<file path="src/rtl/tx_sched_pkg.sv">
// Shared types and constants for the DMT-VLC transmit frame scheduler.
package tx_sched_pkg;

  localparam int SAMPLE_W      = 28;
  localparam int SHORT_LEN_DEF = 161;
  localparam int LONG_LEN_DEF  = 289;

  localparam logic signed [SAMPLE_W-1:0] SAMPLE_MAX =
    {1'b0, {(SAMPLE_W-1){1'b1}}};
  localparam logic signed [SAMPLE_W-1:0] SAMPLE_MIN =
    {1'b1, {(SAMPLE_W-1){1'b0}}};

  typedef enum logic [2:0] {
    ST_IDLE  = 3'd0,
    ST_SHORT = 3'd1,
    ST_LONG  = 3'd2,
    ST_DATA  = 3'd3,
    ST_FLUSH = 3'd4
  } state_e;

  // Clamp a 3-term sum (two guard bits) into the sample range.
  function automatic logic signed [SAMPLE_W-1:0] sat_sample(
    input logic signed [SAMPLE_W+1:0] s
  );
    logic signed [SAMPLE_W+1:0] hi;
    logic signed [SAMPLE_W+1:0] lo;
    hi = {{2{SAMPLE_MAX[SAMPLE_W-1]}}, SAMPLE_MAX};
    lo = {{2{SAMPLE_MIN[SAMPLE_W-1]}}, SAMPLE_MIN};
    if (s > hi) begin
      return SAMPLE_MAX;
    end else if (s < lo) begin
      return SAMPLE_MIN;
    end else begin
      return s[SAMPLE_W-1:0];
    end
  endfunction

endpackage

</file>
<file path="src/rtl/tx_sample_merge.sv">
// Registered 3-input signed saturating adder; invalid inputs contribute 0.
module tx_sample_merge
  import tx_sched_pkg::*;
(
  input  logic                       clk,
  input  logic                       rst,
  input  logic signed [SAMPLE_W-1:0] a_seq,
  input  logic                       a_valid,
  input  logic signed [SAMPLE_W-1:0] b_seq,
  input  logic                       b_valid,
  input  logic signed [SAMPLE_W-1:0] c_seq,
  input  logic                       c_valid,
  output logic signed [SAMPLE_W-1:0] out_seq,
  output logic                       out_valid
);

  logic signed [SAMPLE_W+1:0] sum;
  logic signed [SAMPLE_W-1:0] out_seq_d;
  logic signed [SAMPLE_W-1:0] out_seq_q;
  logic                       out_valid_d;
  logic                       out_valid_q;

  always_comb begin
    sum = '0;
    if (a_valid) sum = sum + {{2{a_seq[SAMPLE_W-1]}}, a_seq};
    if (b_valid) sum = sum + {{2{b_seq[SAMPLE_W-1]}}, b_seq};
    if (c_valid) sum = sum + {{2{c_seq[SAMPLE_W-1]}}, c_seq};
    out_seq_d   = sat_sample(sum);
    out_valid_d = a_valid | b_valid | c_valid;
  end

  always_ff @(posedge clk) begin
    if (rst) begin
      out_seq_q   <= '0;
      out_valid_q <= 1'b0;
    end else begin
      out_seq_q   <= out_seq_d;
      out_valid_q <= out_valid_d;
    end
  end

  assign out_seq   = out_seq_q;
  assign out_valid = out_valid_q;

endmodule

</file>
<file path="src/rtl/tx_frame_scheduler.sv">
// DMT-VLC transmit frame sequencer: STF, LTF, payload, then a 2-cycle flush.
// Define TX_FIELD_OVERLAP_EN to overlap consecutive field ACK windows by one cycle.
module tx_frame_scheduler
  import tx_sched_pkg::*;
#(
  parameter int SHORT_LEN = SHORT_LEN_DEF,
  parameter int LONG_LEN  = LONG_LEN_DEF,
  parameter int CNT_W     = 9
) (
  input  logic                       SYS_CLK,
  input  logic                       PHY_RST,
  input  logic                       TX_START,
  input  logic                       TX_ABORT,
  input  logic signed [SAMPLE_W-1:0] SHORT_SEQ,
  input  logic                       SHORT_VALID,
  input  logic signed [SAMPLE_W-1:0] LONG_SEQ,
  input  logic                       LONG_VALID,
  input  logic signed [SAMPLE_W-1:0] DATA_SEQ,
  input  logic                       DATA_VALID,
  input  logic                       DATA_LAST,
  output logic                       SHORT_ACK,
  output logic                       LONG_ACK,
  output logic                       DATA_ACK,
  output logic signed [SAMPLE_W-1:0] TX_SAMPLE,
  output logic                       TX_SAMPLE_VALID,
  output logic                       TX_BUSY,
  output logic                       TX_DONE
);

  localparam logic [CNT_W-1:0] SHORT_END = CNT_W'(SHORT_LEN - 1);
  localparam logic [CNT_W-1:0] FLUSH_END = CNT_W'(1);

  state_e           state_d, state_q;
  logic [CNT_W-1:0] cnt_d, cnt_q;
  logic             short_ack_d, short_ack_q;
  logic             long_ack_d, long_ack_q;
  logic             data_ack_d, data_ack_q;
  logic             busy_d, busy_q;
  logic             done_d, done_q;
  logic             long_pre;
  logic             data_pre;

`ifdef TX_FIELD_OVERLAP_EN
  // LONG already saw one ACK cycle inside SHORT, so it runs one cycle shorter.
  localparam logic [CNT_W-1:0] LONG_END  = CNT_W'(LONG_LEN - 2);
  localparam logic [CNT_W-1:0] SHORT_PRE = CNT_W'(SHORT_LEN - 2);
  localparam logic [CNT_W-1:0] LONG_PRE  = CNT_W'(LONG_LEN - 3);
  assign long_pre = (state_q == ST_SHORT) && (cnt_q == SHORT_PRE);
  assign data_pre = (state_q == ST_LONG) && (cnt_q == LONG_PRE);
`else
  localparam logic [CNT_W-1:0] LONG_END  = CNT_W'(LONG_LEN - 1);
  assign long_pre = 1'b0;
  assign data_pre = 1'b0;
`endif

  always_comb begin
    state_d = state_q;
    cnt_d   = cnt_q + 1'b1;
    done_d  = 1'b0;
    unique case (state_q)
      ST_IDLE: begin
        cnt_d = '0;
        if (TX_START) state_d = ST_SHORT;
      end
      ST_SHORT: begin
        if (cnt_q == SHORT_END) begin
          state_d = ST_LONG;
          cnt_d   = '0;
        end
      end
      ST_LONG: begin
        if (cnt_q == LONG_END) begin
          state_d = ST_DATA;
          cnt_d   = '0;
        end
      end
      ST_DATA: begin
        cnt_d = '0;
        if (DATA_VALID && DATA_LAST) state_d = ST_FLUSH;
      end
      ST_FLUSH: begin
        done_d = (cnt_q == '0);
        if (cnt_q == FLUSH_END) begin
          state_d = ST_IDLE;
          cnt_d   = '0;
        end
      end
      default: begin
        state_d = ST_IDLE;
        cnt_d   = '0;
      end
    endcase
    // Abort also drops a coincident start while idle.
    if (TX_ABORT) begin
      state_d = ST_IDLE;
      cnt_d   = '0;
      done_d  = 1'b0;
    end
    short_ack_d = (state_d == ST_SHORT);
    long_ack_d  = (state_d == ST_LONG) || (long_pre && !TX_ABORT);
    data_ack_d  = (state_d == ST_DATA) || (data_pre && !TX_ABORT);
    busy_d      = (state_d != ST_IDLE);
  end

  always_ff @(posedge SYS_CLK) begin
    if (PHY_RST) begin
      state_q     <= ST_IDLE;
      cnt_q       <= '0;
      short_ack_q <= 1'b0;
      long_ack_q  <= 1'b0;
      data_ack_q  <= 1'b0;
      busy_q      <= 1'b0;
      done_q      <= 1'b0;
    end else begin
      state_q     <= state_d;
      cnt_q       <= cnt_d;
      short_ack_q <= short_ack_d;
      long_ack_q  <= long_ack_d;
      data_ack_q  <= data_ack_d;
      busy_q      <= busy_d;
      done_q      <= done_d;
    end
  end

  tx_sample_merge u_merge (
    .clk       (SYS_CLK),
    .rst       (PHY_RST),
    .a_seq     (SHORT_SEQ),
    .a_valid   (SHORT_VALID),
    .b_seq     (LONG_SEQ),
    .b_valid   (LONG_VALID),
    .c_seq     (DATA_SEQ),
    .c_valid   (DATA_VALID),
    .out_seq   (TX_SAMPLE),
    .out_valid (TX_SAMPLE_VALID)
  );

  assign SHORT_ACK = short_ack_q;
  assign LONG_ACK  = long_ack_q;
  assign DATA_ACK  = data_ack_q;
  assign TX_BUSY   = busy_q;
  assign TX_DONE   = done_q;

endmodule

</file>
<file path="config.mk">
export PLATFORM = sky130hd
export DESIGN_NAME = tx_frame_scheduler
export DESIGN_NICKNAME = d
export VERILOG_FILES = /design/src/rtl/tx_sched_pkg.sv /design/src/rtl/tx_sample_merge.sv /design/src/rtl/tx_frame_scheduler.sv
export SDC_FILE = /design/constraint.sdc
export NUM_CORES = 1
export LEC_CHECK = 0
export CAP_MARGIN = 20
export CORE_ASPECT_RATIO = 1.5
export CORE_MARGIN = 3
export CORE_UTILIZATION = 54
export CTS_BUF_LIST = sky130_fd_sc_hd__clkbuf_8
export DETAILED_ROUTE_END_ITERATION = 10
export GPL_TIMING_DRIVEN = 0
export PLACE_DENSITY = 0.89
export SYNTH_ARGS = -nofsm -noshare
export SYNTH_HDL_FRONTEND = slang
export SYNTH_HIERARCHICAL = 1
export SYNTH_SLANG_ARGS = --single-unit
</file>
<file path="constraint.sdc">
create_clock -name SYS_CLK -period 10.65 [get_ports SYS_CLK]
set_input_delay 2.13 -clock SYS_CLK [delete_from_list [all_inputs] [get_ports SYS_CLK]]
set_output_delay 2.13 -clock SYS_CLK [all_outputs]
set_load 0.05 [all_outputs]
</file>
---- After elaboration in Yosys (flattened, before gate mapping) ----
Index checks and enable logic that the tools add are counted.
storage, ports and cells
  word-level logic and storage cells ...... 51
  bits in registers ....................... 46
operators by class
  equality and inequality tests ........... 10
  mux-type cells .......................... 16
  order comparisons ....................... 2
  $add $sub $neg .......................... 3
  bitwise operators ....................... 3
  reductions and logical operators ........ 7
operators with widths
  operator                number
  $mux W30                3
  $add A30 B30 Y30        2
  $gt A30 B28 Y1 const B  1
  $lt A30 B28 Y1 const B  1
  $mux W28                1
  $mux W27                1
  $mux W9                 3
  $pmux W9 S3             1
  $mux W3                 6
  $pmux W3 S5             1
  $eq A3 B2 Y1 const B    4
  $add A9 B1 Y9 const B   1
  $eq A9 B1 Y1 const B    1
  $eq A9 B8 Y1 const B    1
  $eq A9 B9 Y1 const B    1
  $logic_not A9 Y1        1
  $eq A3 B1 Y1 const B    2
  $reduce_or A2 Y1        2
  $eq A3 B3 Y1 const B    1
  $logic_not A3 Y1        1
  $reduce_bool A3 Y1      1
  $reduce_or A3 Y1        1
  $or A1 B1 Y1            2
  $logic_and A1 B1 Y1     1
  $not A1 Y1              1

---- Logic depth before layout (Yosys ltp) ----
  word-level depth ........................ 8
  mapped depth ............................ 33
  gate-level depth less buffers ........... 25

---- Cells and area by module ----
Netlist, hierarchy kept.
by module, submodules not included
  module              area each (um2)  cells each  seq. area each (um2)  instances
  tx_sample_merge     5206.2           746         580.6                 1
  tx_frame_scheduler  929.6            99          340.3                 1

---- Worst setup path after synthesis ----
OpenSTA, ideal clock, no wires.
  path type ............................... input-to-reg
  from .................................... in SHORT_VALID
  to ...................................... reg u_merge.out_seq_q[18], in the netlist u_merge/out_seq[18]
  path slack .............................. 2.388 ns
  arrival time ............................ 8.178 ns
  path buffers ............................ 8
  stages .................................. 30
  required time ........................... 10.566 ns
  library setup time ...................... 0.084 ns
  cells stage by stage .................... buf_4 > buf_4 > buf_2 > clkbuf_1 > clkbuf_1 > nand2_1 > inv_1 > ha_1 > ha_1 > a21oi_1 > or4_1 > nand3_1 > nand2_1 > o31ai_4 > a31oi_1 > o21a_1 > a2111o_1 > o221ai_1 > ha_1 > and3_1 > a221o_1 > a221oi_1 > mux2i_1 > xor2_1 > a311o_1 > buf_6 > or2_1 > buf_6 > buf_8 > o31ai_2
on the way
  word-level cells in the longest chain between the ends .. 8
  elaborated cells between the ends (all ways) .. 9
  those cells by class .................... add/sub: 2; order compare: 2; mux: 5
ends and longest elaborated chain
  what                  RTL line                  text
  start, declared       tx_frame_scheduler.sv:15  input logic SHORT_VALID,
  $mux W30 *            tx_sample_merge.sv:25     if (a_valid) sum = sum + {{2{a_seq[SAMPLE_W-1]}}, a_seq};
  $add A30 B30 Y30      tx_sample_merge.sv:26     if (b_valid) sum = sum + {{2{b_seq[SAMPLE_W-1]}}, b_seq};
  $mux W30 *            tx_sample_merge.sv:26
  $add A30 B30 Y30      tx_sample_merge.sv:27     if (c_valid) sum = sum + {{2{c_seq[SAMPLE_W-1]}}, c_seq};
  $mux W30 *            tx_sample_merge.sv:27
  $lt A30 B28 Y1        tx_sched_pkg.sv:31        end else if (s < lo) begin
  $mux W28              tx_sched_pkg.sv:31
  $mux W27 *            tx_sched_pkg.sv:29        if (s > hi) begin
  end signal, assigned  tx_sample_merge.sv:37     out_seq_q <= out_seq_d;
  end, declared         tx_sample_merge.sv:19     logic signed [SAMPLE_W-1:0] out_seq_q;
Mark *: on every way between the ends. The rest lies on a longest branch, timed or not.
A chain may end at the register's enable or synchronous reset.

---- Worst setup path in the final report ----
  from .................................... in SHORT_VALID
  to ...................................... reg u_merge.out_seq_q[25], in the netlist u_merge/out_seq[25]
Same word-level chain as after synthesis.

==> results.json <==
{
  "final_nets": 1113,
  "routabilityCongestion": 0.9378,
  "post_cts_resized": 0,
  "ys_seq_area_share_pct": 15.01,
  "cts_made_buffers": 5,
  "netlist.area_leader.share_pct": 15.01,
  "intPower_mw": 0.4743,
  "period_share_pct": 92.77,
  "synth-warning-count": 6,
  "dieArea_um2": 12700,
  "final.setup.worst_slack_ns": 0.7704,
  "finalSetupTns_ns": 0,
  "synth-seq-cells": 46,
  "antenna_found_initial": 0,
  "row_count": 47,
  "synthAdderAreaFrac_pct": 11.13,
  "hold_path_class": "reg2reg",
  "p_seq_share_pct": 23.3,
  "drv_slew": 0,
  "dp_worst_setup_slack_ns": 0.5171,
  "maxCapViolCount": 0,
  "drtIter0Drc": 489,
  "pwr-share-comb_pct": 63.9,
  "critPathKind": "in2reg",
  "timing.fmax_mhz": 101.2,
  "wire_per_inst_um": 16.54,
  "synth-simple-area-share_pct": 22.57,
  "synth_xor_area_share_pct": 9.135,
  "synth-async-reset-ratio_pct": 0,
  "slowest_stage": "clkdlybuf4s50_1",
  "leakage_nw": 3.145,
  "clock-root-buffer": "clkbuf_8",
  "die_x_um": 93.04,
  "die_h_um": 136.6,
  "r2r_end": "cnt_q[4]",
  "start_kind": "primary input",
  "rsz0062_at_grt": "false",
  "power_density_nw_per_um2": 118.1,
  "drcViolationCount": 0,
  "synthTopCellsByCount": "nand2_1 (104), a21oi_1 (79), o21ai_0 (71), ha_1 (53), nor2_1 (53)",
  "cts_hold_repair.buffers": 0,
  "swShare_pct": 46.91,
  "drive_above_1_share_pct": 7.748,
  "grt_pass1_vias": 6419,
  "relSlewSlack_pct": 51.33,
  "end_kind": "flip-flop",
  "skew_ns": 0.01743,
  "cp_data_required_time_ns": 10.84,
  "vias": 6780,
  "synth_compound_area_share_pct": 33.71,
  "ios": 126,
  "synth_top_family_by_area": "compound AO/OA/AOI/OAI gates",
  "routed_wl_um": 18450,
  "cts.sinks": 46,
  "post_cts.repair.setup_buffers": 0,
  "ant_nets": 0,
  "r2r_cells": 6,
  "htreeDepth": 2,
  "synthesis.area_um2": 6136,
  "p_sw_mw": 0.4192,
  "hpwl_um": 15210,
  "antenna_cells": 0,
  "cp-endpoint": "u_merge/out_seq[25]",
  "port_buffers": 115,
  "grt_use_total_pct": 28.68,
  "worstMarginPinSlew_ns": 0.7203,
  "synthCells": 845,
  "first_pass_iters": 5,
  "area_growth_pct": 23.35,
  "finalHoldViolations": 0,
  "slowest_delay_ns": 0.57,
  "grt_pass1_wl_um": 29530,
  "grt-ovfl-total": 0,
  "synth.area.top_cells": "dfxtp_1 (15%), ha_1 (11%), a21oi_1 (6.4%)",
  "synth_flop_cell": "dfxtp_1",
  "synth_edf_count": 0,
  "clk_pin_slew_worst_paths_ns": 0.10,
  "status": "finished, final reports clean",
  "core_um2": 11060,
  "viasPerCell": 6.081,
  "yosys.area.top_type": "dfxtp_1",
  "tritoncts": "done",
  "syn_area_per_cell_um2": 7.261,
  "clockBufferDepth": 2,
  "synth_cell_types": 88,
  "syn_nets": 991,
  "grt_max_degree": 18,
  "reg2reg_from": "cnt_q[0]",
  "critical_path.startpoint": "SHORT_VALID",
  "ir_worst_vdd_mv": 0.07774,
  "crit_fanout": 10,
  "synthMuxAreaShare_pct": 1.896,
  "yosysMostFrequentCell": "nand2_1",
  "start_util_pct": 55.50,
  "pwr-share-clk_pct": 12.8,
  "insertion_delay_ns": 0.32,
  "period_minus_slack_ns": 9.880,
  "r2r_slack_ns": 8.60,
  "worstPathArrival_ns": 10.07,
  "finalSetupViolCount": 0
}
## registers in the layout (all words and copies together) (netlist names)
register	cells
DATA_ACK	1
cnt_q	9
u_merge/out_seq	28
state_q	3
LONG_ACK	1
TX_DONE	1
SHORT_ACK	1
TX_BUSY	1
u_merge/out_valid	1
## how the worst min path moves through the flow
stage          startpoint  slack (ns)  cells after the start  endpoint
6_report         cnt_q[0]        0.51                      1  cnt_q[0]
5_1_grt          cnt_q[0]        0.55                      1  cnt_q[0]
4_1_cts          cnt_q[0]        0.52                      1  cnt_q[0]
3_5_place_dp     cnt_q[0]        0.50                      1  cnt_q[0]
3_3_place_gp     cnt_q[0]        0.49                      1  cnt_q[0]
2_1_floorplan    cnt_q[0]        0.47                      1  cnt_q[0]
## worst max-delay path, delay by kind of cell
kind / cells / cell delay (ns)
buf+inv: 9 / 2.77
fa+ha+maj: 3 / 0.80
mux: 1 / 0.26
xor+xnor: 1 / 0.23
compound gates: 10 / 2.56
simple gates: 6 / 1.29
## final cells by class
cell class / count / area, um2
Inverter: 37 / 138.9
Tap cell: 147 / 183.9
Sequential cell: 46 / 920.9
Clock inverter: 3 / 28.78
Timing Repair Buffer: 115 / 1151
Clock buffer: 5 / 68.82
Multi-Input combinational cell: 712 / 4813
Fill cell: 1007 / 3487
Buffer: 50 / 262.8
## logic make-up after synthesis
group	count (synthesis)
compound gates	305
xor+xnor	64
flops	46
simple gates	278
mux	11
fa+ha+maj	54
buf+inv	87
## layer usage
metal	share of wire, %	global-route usage (%)	wire (um)
met1	39	32.45	7172
met4	3.4	13.77	636
met2	52	53.27	9560
met3	5.8	2.640	1077
met5	0	0	0
## cell usage in the layout, fill, tap and decap left out, drive strengths merged, types with 7 or more instances in the layout
cell / netlist / layout
nand2: 104 / 104
and2: 16 / 16
o211ai: 12 / 12
xnor2: 38 / 38
a31oi: 10 / 10
o31ai: 11 / 11
a21o: 27 / 27
dfxtp: 46 / 46
inv: 37 / 39
nand2b: 12 / 12
o21ai: 77 / 77
clkbuf: 30 / 35
clkdlybuf4s50: 0 / 115
nor2: 53 / 53
nand3: 25 / 25
and3: 10 / 10
o21a: 10 / 10
a21oi: 88 / 88
xor2: 26 / 26
ha: 53 / 53
buf: 20 / 20
or2: 7 / 7
a211oi: 12 / 12
nor3: 11 / 11
## power groups by stage
stage	combinational [mW]	clock, mW	sequential, mW
6_report	0.571	0.115	0.208
5_1_grt	0.617	0.124	0.211
4_1_cts	0.563	0.118	0.208
3_5_place_dp	0.561	0	0.212
3_3_place_gp	0.553	0	0.212
2_1_floorplan	0.305	0	0.308
## metrics by stage
| stage | util (%) | cell area [um2] | instances | hold slack, ns | power (mW) |
|---|---|---|---|---|---|
| after CTS | 68.46 | 7569 | 1115 | 0.5205 | 0.8896 |
| after floorplan | - | 6136 | 845 | 0.4659 | 0.6128 |
| after global placement | 67.58 | 7471 | 1107 | 0.4866 | 0.7648 |
| after detailed placement | 67.58 | 7471 | 1107 | 0.4974 | 0.7736 |
| final | 68.46 | 7569 | 1115 | 0.5131 | 0.8935 |
| after global routing | 68.46 | 7569 | 1115 | 0.5484 | 0.9510 |
No activity file was read; power rests on OpenSTA's default activity.
==> patch, RTL diff (config.mk and constraints unchanged) <==
The 5 states of `state_e` get a one-hot encoding in 5 bits.
--- a/src/rtl/tx_sched_pkg.sv
+++ b/src/rtl/tx_sched_pkg.sv
@@ -12,8 +12,8 @@
 
-  typedef enum logic [2:0] {
-    ST_IDLE  = 3'd0,
-    ST_SHORT = 3'd1,
-    ST_LONG  = 3'd2,
-    ST_DATA  = 3'd3,
-    ST_FLUSH = 3'd4
+  typedef enum logic [4:0] {
+    ST_IDLE  = 5'b00001,
+    ST_SHORT = 5'b00010,
+    ST_LONG  = 5'b00100,
+    ST_DATA  = 5'b01000,
+    ST_FLUSH = 5'b10000
   } state_e;
Check against the original RTL: same outputs for any inputs over 10 cycles, from zero or initial values and one cycle with PHY_RST high; not proved beyond that.
==> patch against the original RTL <==
  * Total power up 3.0%
  * Via count down 3.2%
  * Fmax is 9.8% higher
  * Sequential cell count up 2
  * Non-clock buffer count shrank 6
  * Synthesized area is 0.71% higher
  * Hold slack gained 0.031 ns
  * Count of clock-buffer cells in the layout unchanged
  * Global-route usage shrank 1.7 points
  * Wire length is 5.2% lower
  * Cell area is 0.98% higher
  * First-iteration DRC count fell by 5.1%
  * Setup slack improved by 0.88 ns
  * Combinational power increased by 5.8%
==> patch: results (changes against the original RTL) <==
Worst setup path
  – CP peak stage delay: 0.60 ns (was 0.57 ns)
  – Crit path DAT: 9.15 ns (was 10.07 ns)
  – Largest delay contributor family on the critical path: compound AO/OA/AOI/OAI gates (was buffers and inverters)
  – Slowest CP cell: clkbuf_1 (was clkdlybuf4s50_1)

Place
  – DP HPWL: 14600 µm (was 15200 µm)
  – Buffers added on ports: 120 (was 115)
  – DP Worst Slack: 1.43 ns (was 0.517 ns)
  – Post-placement cell area: 0.00756 mm² (was 0.00747 mm²)

Layout
  – FF/Latch Area: 961 µm² (was 921 µm²)
  – Clk tree area frac: 1.02% (was 1.29%)
  – Sequential share of cell area: 12.6% (was 12.2%)
  – Non-clk bufs: 159 (was 165)
  – Layout cells sized above 1: 8.34% (was 7.75%)
  – Area occupied by multi-input gates: 0.00488 mm² (was 0.00481 mm²)

Pwr
  – P_leak: 3.28 nW (was 3.14 nW)
  – Sw Ratio: 46.0% (was 46.9%)
  – Max IR drop VDD: 0.0695 mV (was 0.0777 mV)

Global route
  – GR Util All Layers: 27.0% (was 28.7%)
  – Met2 Usage GRT: 49.6% (was 53.3%)
  – First-pass GRT wire length: 28300 µm (was 29500 µm)
  – Largest net degree at the start of global routing: 14 (was 18)

STA
  – Slew headroom: 52.9% (was 51.3%)
  – Clock skew: 0.00267 ns (was 0.0174 ns)

Routing
  – DR WL/cell: 16.2 µm (was 16.5 µm)
  – Vias per cell: 6.07 (was 6.08)
  – Metal1 wirelength: 6830 µm (was 7170 µm)
  – Met3 wire len: 942 µm (was 1080 µm)
  – Drt initial violations: 464 (was 489)
  – Via count: 6563 (was 6780)

Synth
  – Synth Area per Inst: 7.65 µm² (was 7.26 µm²)
  – Sequential share of the synthesized area: 15.5% (was 15.0%)
  – Syn Nets: 954 (was 991)
  – Main area contributors after synthesis: dfxtp_1 (16%), ha_1 (11%), xnor2_1 (5.8%), a21oi_1 (5.7%), nand2_1 (4.9%) (was dfxtp_1 (15%), ha_1 (11%), a21oi_1 (6.4%), nand2_1 (6.4%), o21ai_0 (5.8%))

Run status
  – Status: finished, final reports clean (unchanged)

Clock network
  – # clock sinks: 48 (was 46)
  – Clk Latency, worst-skew pair: 0.30 ns (was 0.32 ns)
-- patch: cell types whose count changed after synthesis, sizes merged, moves of 7 or more --
cell and change:
nand2 -24, a21oi -18, o21ai -10, clkbuf -9, o211ai -8, and2 +7
-- patch: final timing paths --
kind               start                   to  slack, ns  depth (start not counted)
min             cnt_q[4]             cnt_q[4]       0.54                          2
max reg2reg     cnt_q[2]             cnt_q[2]       8.67                          5
min reg2reg     cnt_q[4]             cnt_q[4]       0.54                          2
max          SHORT_VALID  u_merge/out_seq[13]       1.65                         30
-- patch: cell families (layout without fill, tap and decap cells) --
logic type / count (synthesis) / count (layout) / synth area share [%]
AO/OA/AOI/OAI: 285 / 285 / 33.6
flip-flops: 48 / 48 / 15.5
adder cells (fa/ha/maj): 57 / 57 / 11.6
XOR/XNOR: 66 / 66 / 9.35
multiplexers: 16 / 16 / 2.73
buffers and inverters: 74 / 201 / 5.55
AND/OR/NAND/NOR: 262 / 262 / 21.7
